[src/rtl/fifo.sv]
`default_nettype none
// ============================================================================
// Module   : fifo
// Purpose  : Single-clock valid/ready FIFO with full-throughput push/pop,
//            push-while-full and zero-latency bypass when empty.
// Revision : 1.0 - initial release
// ============================================================================
module fifo #(
  parameter int WIDTH = 8,
  parameter int DEPTH = 8
) (
  input  logic             clk,
  input  logic             rst,
  input  logic [WIDTH-1:0] in_data,
  input  logic             in_valid,
  output logic             in_ready,
  output logic [WIDTH-1:0] out_data,
  output logic             out_valid,
  input  logic             out_ready
);

  localparam int C_AW = $clog2(DEPTH);
  localparam int C_CW = C_AW + 1;

  logic [WIDTH-1:0] mem_q [DEPTH];
  logic [C_AW-1:0]  wr_ptr_q, wr_ptr_d;
  logic [C_AW-1:0]  rd_ptr_q, rd_ptr_d;
  logic [C_CW-1:0]  count_q,  count_d;

  logic w_empty;
  logic w_full;
  logic w_push;
  logic w_pop;
  logic w_wr_en;
  logic w_rd_en;

  assign w_empty   = (count_q == '0);
  assign w_full    = (count_q == C_CW'(DEPTH));
  assign in_ready  = !rst && (!w_full || out_ready);
  assign out_valid = !rst && (!w_empty || in_valid);
  assign out_data  = w_empty ? in_data : mem_q[rd_ptr_q];
  assign w_push    = in_valid && in_ready;
  assign w_pop     = out_valid && out_ready;

  // A simultaneous push/pop while empty is a pure bypass: nothing is stored.
  assign w_wr_en = w_push && !(w_empty && w_pop);
  assign w_rd_en = w_pop && !w_empty;

  always_comb begin
    wr_ptr_d = wr_ptr_q;
    rd_ptr_d = rd_ptr_q;
    count_d  = count_q;
    if (w_wr_en) wr_ptr_d = wr_ptr_q + C_AW'(1);
    if (w_rd_en) rd_ptr_d = rd_ptr_q + C_AW'(1);
    case ({w_wr_en, w_rd_en})
      2'b10:   count_d = count_q + C_CW'(1);
      2'b01:   count_d = count_q - C_CW'(1);
      default: count_d = count_q;
    endcase
  end

  always_ff @(posedge clk) begin
    if (rst) begin
      wr_ptr_q <= '0;
      rd_ptr_q <= '0;
      count_q  <= '0;
    end else begin
      wr_ptr_q <= wr_ptr_d;
      rd_ptr_q <= rd_ptr_d;
      count_q  <= count_d;
    end
  end

  // Storage is deliberately left out of reset.
  always_ff @(posedge clk) begin
    if (!rst && w_wr_en) mem_q[wr_ptr_q] <= in_data;
  end

endmodule
`default_nettype wire

[config.mk]
export PLATFORM = sky130hd
export DESIGN_NAME = fifo
export DESIGN_NICKNAME = d
export VERILOG_FILES = /design/src/rtl/fifo.sv
export SDC_FILE = /design/constraint.sdc
export NUM_CORES = 1
export LEC_CHECK = 0
export CAP_MARGIN = 40
export CORE_ASPECT_RATIO = 0.6
export CORE_MARGIN = 2
export CORE_UTILIZATION = 55
export DETAILED_ROUTE_END_ITERATION = 6
export PLACE_DENSITY_LB_ADDON = 0.08
export REMOVE_ABC_BUFFERS = 1
export SYNTH_ARGS = -nofsm -noshare
export SYNTH_HDL_FRONTEND = slang
export SYNTH_SLANG_ARGS = --single-unit
export TNS_END_PERCENT = 10
[constraint.sdc]
create_clock -name clk -period 3.72 [get_ports clk]
set_input_delay 0.372 -clock clk [delete_from_list [all_inputs] [get_ports clk]]
set_output_delay 0.372 -clock clk [all_outputs]
set_load 0.1 [all_outputs]
# Word-level counts from Yosys, hierarchy flattened
# Memories as Yosys holds them, arrays and structs flattened. A register that Yosys moved wholly into a read port is not among the register bits.
# Index checks and enable logic that the tools add are counted.
# word_totals
register_bits	10
latch_bits	0
ramBits	64
rom_bits	0
elab_cells	33
memories	1
# mem_list
memory	depth	width	rd	rd_ports_with_merged_regs	wr	line_no	text
mem_q	8	8	1	1	1	25	logic [WIDTH-1:0] mem_q [DEPTH];
# classes
n_addsub	4
mul	0
div	0
order_cmp	0
n_eq_ne	3
n_shift	0
mux	6
bitwise	0
n_reduce_logical	16
# ops
cell	count
1-bit logical AND	8
8-bit 2-to-1 mux	1
4-bit one-hot mux with 2 select lines	1
3-bit by 1-bit adder with 3-bit output, second input constant	2
3-bit 2-to-1 mux	2
4-bit by 1-bit adder with 4-bit output, second input constant	1
4-bit equality test, second input constant	1
1-bit zero test	4
4-bit zero test	1
4-bit by 1-bit subtractor with 4-bit output, second input constant	1
2-bit by 1-bit equality test with 1-bit output, second input constant	1
2-bit equality test, second input constant	1
1-bit logical OR	2
1-bit 2-to-1 mux	2
2-bit nonzero test	1

# Logic depth before layout (Yosys ltp)
# depth
word_depth	11
depth_mapped	10

# Worst setup path before layout
# OpenSTA, ideal clock, no wires.
# synth_timing
kind	register to output
from	register with a tool-made name
to	output port out_data[5]
arrival_ns	3.050
t_required_ns	3.348
path_slack_ns	0.298
stages_incl_launch_ff	6
path_cell_list	dfxtp_1 buf_6 buf_6 mux4_1 mux2i_1 o21ai_0
# synth_lines
element	line_no	text
end: declaration	17	output logic [WIDTH-1:0] out_data,

# Worst setup path in the final report
# layout_timing
from	input port out_ready
to	register count_q[3]
# layout_via
elab_chain_cells	6
elab_cells_between_ends	12
# layout_rtl
element	line_no	text
start: declaration	19	input logic out_ready
1-bit logical OR / 1-bit logical AND (equally long branches)	39, 43	
1-bit logical AND (on tied branches)	39, 46	
1-bit logical AND / 1-bit zero test (equally long branches)	42, 46	
1-bit logical AND	46	assign w_wr_en = w_push && !(w_empty && w_pop);
2-bit by 1-bit equality test with 1-bit output / 2-bit equality test (equally long branches)	55	case ({w_wr_en, w_rd_en})
4-bit one-hot mux with 2 select lines / 2-bit nonzero test (equally long branches)	--	
end signal: assignment	70	count_q <= count_d;
end: declaration	28	logic [C_CW-1:0] count_q, count_d;
# Several ways; a longest one is shown, not always the timed one.
# A chain may end at the register's enable or synchronous reset.

==> flow_metrics.py <==
metrics = {
    "floorplan": {
        "initial_core_util_pct": 57.57,
        "dieArea_um2": 6535,
        "die_w_um": 103.0,
        "core_area_um2": 5623,
        "fp.dieH_um": 63.43,
        "pin_count": 22,
        "rows": 21,
    },
    "hold_path": {
        "hold-path-cell-count": 2,
        "min_from": "rd_ptr_q[0]$_SDFFE_PP0P_",
        "worst_hold_path_type": "register to register",
    },
    "power_and_ir_drop": {
        "leakagePower_nw": 1.257,
        "p_per_area_nw_per_um2": 538.7,
        "peakVddDrop_uv": 265.4,
    },
    "finish": {
        "stdcell_count": 311,
        "n_antenna_cell": 0,
        "syn_to_final_growth_pct": 15.73,
        "final_nets": 244,
        "drive_above_1_share_pct": 21.21,
    },
    "clock_tree": {
        "ctsResizeCount": 0,
        "root_buffer": "clkbuf_8",
        "cts_setup_buffers": 0,
        "numCtsBuffers": 9,
        "cts_num_sinks": 77,
        "cts_hold_buf": 0,
        "cts_tree": "built",
        "clock_latency_ps": 340,
        "cts_max_path_buffers": 2,
        "clk_pin_slew_worst_paths_ps": 70,
        "htree_levels": 3,
    },
    "global_route": {
        "grt_max_degree": 19,
        "gr-total-overflow": 0,
        "grt_pass1_wl_um": 8783,
        "grt_pass1_vias": 1644,
        "grt_antenna_before_repair": 0,
        "track_usage_pct": 19.91,
    },
    "sta": {
        "setup-violations-final": 0,
        "tightest_slew_ps": 761.7,
        "rsz0062_at_grt": "no",
        "maxSlewViolCount": 0,
        "finalHoldViolCount": 0,
        "fmax_ghz": 0.3387,
        "max_slew_margin_pct": 49.15,
        "clock_skew_ps": 9.587,
        "period_share_pct": 79.36,
        "fin_tns_setup_ps": 0,
        "fin_crit_ps": 2952,
    },
    "setup_path": {
        "cp-end-kind": "register",
        "cp_max_fo": 9,
        "reg2reg_from": "count_q[3]$_SDFFE_PP0P_",
        "path_class": "primary input to register",
        "critical_path_required_ps": 3980,
        "r2r_end": "count_q[3]$_SDFFE_PP0P_",
        "reg2regPathDepth": 9,
        "start_kind": "primary input",
        "regToRegSetupSlack_ps": 900,
        "cp.arrival_ps": 3220,
    },
    "status": {
        "status": "completed",
    },
    "synth": {
        "synthAdderAreaFrac_pct": 2.551,
        "synthXorXnorAreaFrac_pct": 1.624,
        "ys_warn_count": 0,
        "synthArstFlopShare_pct": 0,
        "synth_compound_area_share_pct": 3.711,
        "synth_top_area_cell": "edfxtp_1",
        "synth_top_family_by_area": "multiplexers",
        "synth_area_leaders": "edfxtp_1 (59%), dfxtp_1 (8.0%), mux4_2 (7.0%)",
        "synth_edf_count": 64,
        "syn_area_um2": 3237,
        "synth-simple-area-share_pct": 6.842,
        "synth-main-ff-cell": "edfxtp_1",
        "ys_types": 36,
        "synth.top_cell.area_share_pct": 59.37,
        "avgSynthCellArea_um2": 16.95,
        "ys_seq_area_share_pct": 67.41,
        "synthMuxAreaShare_pct": 14.92,
        "synth-seq-cells": 77,
        "synth_cells": 191,
    },
    "place": {
        "hpwl_um": 3855,
        "placedCellCount": 295,
        "portBuffers": 21,
        "place_congestion": 0.8262,
    },
    "flow_run": {
        "drv_cap": 0,
    },
    "drt": {
        "viasPerCell": 5.543,
        "drtIter0Drc": 77,
        "routed_wl_um": 5689,
        "dr.pass1.iters": 4,
        "post_drt_wl_per_cell_um": 18.29,
        "final_antenna_net_count": 0,
        "num_vias": 1724,
        "drc_errors": 0,
    },
}
-- worst max-delay path by stage --
stage                         start                 endpoint  slack, ps  cells past startpoint
after CTS                 out_ready  count_q[3]$_SDFFE_PP0P_        800                     10
after detailed placement  out_ready  count_q[3]$_SDFFE_PP0P_        450                     10
after global routing      out_ready  count_q[3]$_SDFFE_PP0P_        620                     10
after global placement    out_ready  count_q[3]$_SDFFE_PP0P_        570                     10
after floorplan            register              out_data[1]        -10                      3
final                     out_ready  count_q[3]$_SDFFE_PP0P_        770                     10
-- metrics by stage --
| stage | util (%) | worst slack, ps | power [W] | area, um^2 | hold WS, ps |
|---|---|---|---|---|---|
| 4_1_cts | 66.62 | 803.6 | 0.002034 | 3746 | 550.5 |
| 5_1_grt | 66.62 | 618.8 | 0.002097 | 3746 | 586.9 |
| 3_5_place_dp | 62.93 | 448.5 | 0.001393 | 3538 | 536.7 |
| 2_1_floorplan | - | -9.879 | 0.001284 | 3161 | 441.1 |
| 6_report | 66.62 | 767.9 | 0.002018 | 3746 | 550.9 |
| 3_3_place_gp | 62.73 | 572.4 | 0.001378 | 3527 | 517.6 |
-- cell usage in the layout, fill, tap and decap left out, types with 7 or more instances in the layout --
cell	Yosys	routed
edfxtp_1	64	64
buf_4	1	20
nor2_1	18	18
dfxtp_1	13	13
clkdlybuf4s50_1	0	11
mux4_2	10	10
mux2i_1	10	10
nand2_1	10	10
clkbuf_8	2	9
o21ai_0	7	7
a21oi_1	7	7
-- final cells by class --
class | instances | area (um^2)
flip-flops and latches | 77 | 2182
inverters | 5 | 18.77
repair buffers | 32 | 271.5
well taps | 80 | 100.1
multi-input cells | 101 | 965.9
fillers | 407 | 1877
clock buffers | 12 | 135.1
clock inverters | 4 | 72.57
-- kinds of logic after synthesis --
kind of cell,Yosys count
compound gates,20
xor+xnor,6
fa+ha+maj,6
buf+inv,13
flops,77
mux,26
simple gates,43
-- routing by layer --
layer  GRT usage, %  part of all wire (%)
met5              0                     0
met4          5.428                  0.86
met3          9.323                   7.6
met2          29.55                    46
met1          26.72                    45
-- power by group --
part / internal, W / switching (W)
clock network: 0.000378 / 0.000268
logic: 0.000121 / 0.000284
registers: 0.000952 / 0.0000160
total: 0.00145 / 0.000568
-- state kept, by name (all words and copies together), names as in the netlist, named ones only --
| name | flops |
|---|---|
| mem_q | 64 |
| wr_ptr_q | 3 |
| rd_ptr_q | 3 |
| count_q | 4 |
-- Yosys cell counts (all sizes together), types with 3 or more instances --
master  instances
a21oi           7
buf             5
clkbuf          3
dfxtp          13
edfxtp         64
ha              5
inv             5
mux2i          10
mux4           16
nand2          10
nor2           18
nor3            3
o21ai          11
xor2            5
-- critical path: stages --
cell	delay, ps
clkdlybuf4s50_1	500
xnor2_1	370
o21ai_4	150
or2_2	300
ha_1	230
ha_1	330
a21oi_1	210
a21oi_1	120
or4_1	470
a21oi_1	170
Power figures use the tool's default switching activity.
